[src/rtl/simple_splitter.sv]
// simple_splitter: buffers 2n-bit words in a FIFO and emits each as two n-bit halves, high half first.
module simple_splitter #(
  parameter int WIDTH_DOUT = 8,
  parameter int DEPTH      = 4
) (
  input  logic                      clk,
  input  logic                      rstn,
  input  logic                      din_vld,
  input  logic [2*WIDTH_DOUT-1:0]   din,
  output logic                      dout_vld,
  output logic [WIDTH_DOUT-1:0]     dout,
  input  logic                      dout_rdy,
  output logic                      overflow,
  output logic [$clog2(DEPTH):0]    level
);
  localparam int AW = $clog2(DEPTH);
  localparam int LW = AW + 1;
  logic [2*WIDTH_DOUT-1:0] mem [DEPTH];
  logic [2*WIDTH_DOUT-1:0] word_q, word_d;
  logic [AW-1:0]           wr_ptr_q, wr_ptr_d, rd_ptr_q, rd_ptr_d;
  logic [LW-1:0]           level_q, level_d;
  logic                    phase_q, phase_d, out_full_q, out_full_d, overflow_q, overflow_d;
  logic                    xfer, pop, full, wr;
  always_comb begin
    xfer       = out_full_q & dout_rdy;
    pop        = (level_q != '0) & (~out_full_q | (xfer & phase_q));
    full       = level_q == LW'(DEPTH);
    // a pop in the same cycle frees the slot, so a full FIFO can still take the word
    wr         = din_vld & (~full | pop);
    overflow_d = overflow_q | (din_vld & ~wr);
    word_d     = pop ? mem[rd_ptr_q] : word_q;
    phase_d    = pop ? 1'b0 : xfer ? ~phase_q : phase_q;
    out_full_d = pop ? 1'b1 : (xfer & phase_q) ? 1'b0 : out_full_q;
    wr_ptr_d   = wr ? wr_ptr_q + AW'(1) : wr_ptr_q;
    rd_ptr_d   = pop ? rd_ptr_q + AW'(1) : rd_ptr_q;
    level_d    = level_q + LW'(wr) - LW'(pop);
  end
  always_ff @(posedge clk or negedge rstn) begin
    if (!rstn) begin
      word_q     <= '0;
      phase_q    <= 1'b0;
      out_full_q <= 1'b0;
      overflow_q <= 1'b0;
      wr_ptr_q   <= '0;
      rd_ptr_q   <= '0;
      level_q    <= '0;
    end else begin
      word_q     <= word_d;
      phase_q    <= phase_d;
      out_full_q <= out_full_d;
      overflow_q <= overflow_d;
      wr_ptr_q   <= wr_ptr_d;
      rd_ptr_q   <= rd_ptr_d;
      level_q    <= level_d;
    end
  end
  always_ff @(posedge clk) begin
    if (wr) mem[wr_ptr_q] <= din;
  end
  assign dout     = phase_q ? word_q[WIDTH_DOUT-1:0] : word_q[2*WIDTH_DOUT-1:WIDTH_DOUT];
  assign dout_vld = out_full_q;
  assign overflow = overflow_q;
  assign level    = level_q;
endmodule

[config.mk]
export PLATFORM = sky130hd
export DESIGN_NAME = simple_splitter
export DESIGN_NICKNAME = d
export VERILOG_FILES = /design/src/rtl/simple_splitter.sv
export SDC_FILE = /design/constraint.sdc
export NUM_CORES = 1
export LEC_CHECK = 0
export ABC_AREA = 0
export CAP_MARGIN = 5
export CORE_ASPECT_RATIO = 0.6
export CORE_MARGIN = 3
export CORE_UTILIZATION = 25
export DETAILED_ROUTE_END_ITERATION = 7
export PLACE_DENSITY_LB_ADDON = 0.15
export SYNTH_ARGS = -nofsm -noshare
export SYNTH_HDL_FRONTEND = slang
export SYNTH_SLANG_ARGS = --single-unit
[constraint.sdc]
create_clock -name clk -period 2.1 [get_ports clk]
set_input_delay 0.42 -clock clk [delete_from_list [all_inputs] [get_ports clk]]
set_output_delay 0.42 -clock clk [all_outputs]
set_load 0.1 [all_outputs]
# After elaboration in Yosys (flattened, before gate mapping)
# Memory sizes are Yosys's and may differ from the RTL's. A register that Yosys moved wholly into a read port is not among the register bits.
# Cells that the tools add are included.
classes:
  n_addsub: 4
  multipliers: 0
  n_div: 0
  order_cmp: 0
  n_eq_ne: 1
  n_shift: 0
  muxes: 7
  bitwise_logic: 12
  n_reduce_logical: 4
op_table:
  columns: ["operator", "count"]
  rows:
  - ["$mux 8", 1]
  - ["$mux 1", 6]
  - ["$and 1x1->1", 5]
  - ["$add 2x1->2 const B", 2]
  - ["$not 1->1", 4]
  - ["$reduce_bool 2->1", 2]
  - ["$add 3x1->3", 1]
  - ["$eq 3x3->1 const B", 1]
  - ["$or 1x1->1", 3]
  - ["$reduce_bool 3->1", 1]
  - ["$sub 3x1->3", 1]
  - ["$logic_not 1->1", 1]
totals:
  reg_bits: 10
  latchBits: 0
  ram_bits: 64
  romBits: 0
  in_bits: 20
  out_inout_bits: 13
  word_cells: 35
  n_memories: 1
mem_list:
  columns: ["name", "depth", "width", "read_ports", "rd_clocked_by_memory_dff", "write_ports", "line_no", "text"]
  rows:
  - ["mem", 4, 16, 1, 1, 1, "18", "logic [2*WIDTH_DOUT-1:0] mem [DEPTH];"]

# Longest topological paths before layout
depth:
  depth_word: 9
  mapped_depth: 11
  ltp_nobuf: 10

# Worst setup path before layout
# No wires, ideal clock.
synth_timing:
  kind: "register -> register"
  startpoint: "reg level_q[1], in the netlist level[1]"
  endpoint: "reg level_q[2], in the netlist level[2]"
  setup_time_ns: 0.162
  arrival_ns: 2.746
  required_ns: 1.938
  slack_ns: -0.808
  path_stages_with_launch: 11
  n_path_buf: 1
  synth_period_minus_slack_ns: 2.908
  cell_sequence: "dfrtp_1 nor3_2 nor2_4 buf_6 ha_1 inv_1 ha_1 inv_1 fa_1 xnor2_1 xnor2_1"
synth_between:
  elab_chain_cells: 6
  word_cells_on_any_way: 8
  cone_classes: "add/sub: 2; eq/ne: 1; bitwise: 4; reduce/logical: 1"
synth_lines:
  columns: ["item", "line_no", "text"]
  rows:
  - ["start, declared", "21", "logic [LW-1:0] level_q, level_d;"]
  - ["start signal, assigned", "54", "level_q <= level_d;"]
  - ["$reduce_bool 3->1 / $eq 3x3->1 (equally long branches)", "26, 27", null]
  - ["$and 1x1->1 / $not 1->1 (equally long branches)", "26, 29", null]
  - ["$or 1x1->1", "29", "wr = din_vld & (~full | pop);"]
  - ["$and 1x1->1", "29", null]
  - ["$add 3x1->3", "36", "level_d = level_q + LW'(wr) - LW'(pop);"]
  - ["$sub 3x1->3 (*)", "36", null]
  - ["named net level_d[2]", "21", null]
# The timed path passes the listed nets; every way through them passes the cells marked *.
# A chain may end at the register's enable or synchronous reset.

# Final worst setup path
layout_timing:
  startpoint: "in din_vld"
  endpoint: "reg level_q[2], in the netlist level[2]"
layout_between:
  elab_chain_cells: 3
layout_lines:
  columns: ["item", "line_no", "text"]
  rows:
  - ["start, declared", "8", "input logic din_vld,"]
  - ["$and 1x1->1", "29", null]
  - ["$add 3x1->3", "36", null]
  - ["$sub 3x1->3", "36", null]
  - ["named net level_d[2]", "21", null]
# The timed path passes the listed nets, and every way through them passes these cells.

==> summary.md <==
| Metric | Value |
|---|---|
| Starting Density | `26.0%` |
| Synth area leader | `edfxtp_1` |
| FF-to-FF path depth | `10` |
| RSZ-0062 raised after global routing | `true` |
| Reg-to-Reg End | `level[2]` |
| RePlAce Congestion | `0.666` |
| Layout cell share with drive strength beyond 1 | `42.5%` |
| Crit-path slowest cell | `clkdlybuf4s50_1` |
| Vias in the first global route | `about 1,800` |
| Die Ht | `99.2 um` |
| Worst EP required | `2320 ps` |
| CP Buf/Inv Count | `5` |
| Worst path depth | `11` |
| # rows | `33` |
| Distinct cells, synth | `26` |
| CP top delay family | `buffers and inverters` |
| Worst-path cell chain | `clkdlybuf4s50_1, inv_1, a31oi_4, inv_2, ha_4, inv_4, ha_4, inv_2, fa_2, xnor2_2, xnor2_1` |
| PortBufs | `32` |
| Ys Warns | `0` |
| Status | `completed` |
| Place WS | `-391 ps` |
| Die area | `roughly 16,000 um^2` |
| Worst-Skew Late Latency | `330 ps` |
| Mean Syn Cell Area | `21.2 um^2` |
| Hold Vio Cnt, Final | `0` |
| Period utilization | `96.1%` |
| Post-Syn Nets | `198` |
| Fin. max-slew vios | `0` |
| Commonest non-fill, non-tap cells in the layout | `edfxtp_1 (64), buf_4 (29), dfrtp_1 (22)` |
| H-tree levels | `3` |
| Sum Neg Setup Slack | `0 ps` |
| Synthesized instance count | `about 170` |
| Min-delay worst type | `in2async` |
| Synthesized area | `approximately 3600 um^2` |
| Global route overflow | `0` |
| TritonCTS clock tree | `done` |
| Final Setup Violations | `0` |
| CP max FO | `2` |
| # IOs | `33` |
| Via Count | `1,696` |
| Worst-margin pin slew | `612 ps` |
| Post-Route WL | `6.82 mm` |
| DRC Markers | `0` |
| Slowest stage delay, CP | `480 ps` |
| Antenna cells | `0` |
| Final worst slack | `81.3 ps` |
| Worst R2R Start | `level[1]` |
| WS Path Type | `in2reg` |
| Routed Antenna Nets | `0` |
| Clock Path Buffers | `2` |
| WL per Instance | `15.8 um` |
| Period minus WS final | `2020 ps` |
| DP Wirelength | `roughly 4.6 mm` |
| Largest net degree at the start of global routing | `19` |
| R2R setup slack | `around 80 ps` |
| Post-layout nets | `between 200 and 300` |
| Crit end category | `register` |
| Leading cell type in the layout, fill and taps excluded | `edfxtp_1` |
| Die width | `~160 um` |
| Area Overhead vs Synth | `31.3%` |
| Fin area | `4750 um^2` |
| Clock transition at the registers of the reported paths | `approximately 60 ps` |
| Fmax | `~0.5 GHz` |
| Crit start category | `primary input` |
| Slew HR | `59.1%` |
| Via/cell ratio | `3.93` |
| CTS Sinks | `90` |
| DR iter-0 viols | `75` |
| Cts bufs inserted | `9` |
| DRT Pass-1 Iters | `4` |
| # fillers | `1,343` |
| Clock skew | `8.49 ps` |
| Global Route Usage Sum | `9.10%` |
| Main area contributors after synthesis | `edfxtp_1 (53%), dfrtp_1 (18%), mux4_1 (5.8%), mux2_2 (5.3%), mux4_2 (5.0%)` |
| Sequential fraction of the synthesis area | `71.1%` |
| Top-area cell type share of the netlist area | `53.1%` |
| Clk root buf | `clkbuf_16` |
| Seq cells post-synth | `90` |
| Arrival time worst endpoint | `2240 ps` |
| Hold-fix buffers, CTS | `0` |
| Antenna violations before repair | `0` |
| CORE AREA | `about 14,000 um^2` |
| Global-route wire length before repair | `about 11 mm` |
| Dpl cell area | `4460 um^2` |
| # Max-Cap Violations | `0` |
-- cell usage after synthesis --
library cell,count
mux4_1,8
edfxtp_1,64
fa_1,1
a31oi_2,1
mux4_2,8
xnor2_1,3
buf_4,1
mux2_4,8
clkbuf_1,1
nand2_1,1
buf_12,1
nor2_1,2
a21boi_4,1
buf_6,2
dfrtp_1,26
xor2_1,3
a41o_1,1
nand2b_1,1
nor3_2,1
mux2_2,17
nor2_4,1
ha_1,6
and2_1,4
buf_2,1
nor3b_1,1
inv_1,7
-- cell families (layout without fill, tap and decap cells) --
kind of cell / after synthesis / count (layout) / synth area share (%)
buffers and inverters: 13 / 82 / 2.35
multiplexers: 41 / 41 / 19.4
AND/OR/NAND/NOR: 11 / 11 / 1.97
adder cells (fa/ha/maj): 7 / 7 / 2.63
AO/OA/AOI/OAI: 3 / 3 / 1.14
flip-flops: 90 / 90 / 71.1
XOR/XNOR: 6 / 6 / 1.45
-- per-layer routing --
layer	routed length, um	global-route usage, %	up-vias
met1	3480	12.9	849
met3	337	3.54	8
met4	67	2.38	0
met2	2930	13.1	37
met5	0	0	-
li1	-	-	802
-- state kept, by name, summed over array words and instances (netlist names) --
name	cells
dout_vld	1
level	3
mem	64
overflow	1
phase_q	1
rd_ptr_q	2
word_q	16
wr_ptr_q	2
-- area by class of cell --
type                            instances  area (um^2)  share of cell area (%)
Clock buffer                           10          229                    4.82
Tap cell                              192          240                    5.06
Multi-Input combinational cell         68         1010                    21.4
Sequential cell                        90         2590                    54.4
Timing Repair Buffer                   59          618                    13.0
Clock inverter                          6         33.8                   0.711
Inverter                                7         28.8                   0.606
-- metrics by stage --
stage	utilization [%]	std cells	hold slack, ps
floorplan	-	171	124
global placement	32.0	413	454
detailed placement	32.0	413	464
CTS	33.9	429	475
global route	34.2	432	488
finish	34.2	432	470
-- repair_timing --
action                                  in CTS  in global routing
buffers inserted                             0                  3
endpoints found under the setup margin       1                  1
gates resized for setup                      3                  2
pin swaps                                    0                  6
-- worst max-delay path by stage --
stage	start	end	slack, ps
3_3_place_gp	dout_rdy	level[2]	-380
2_1_floorplan	dout_vld	level[2]	-290
4_1_cts	level[0]	level[2]	5
6_report	din_vld	level[2]	80
5_1_grt	level[1]	level[2]	-8
3_5_place_dp	dout_rdy	level[2]	-390
Power is not shown: default switching activity piles up to over one toggle a cycle in this logic, so the estimate is an artifact.
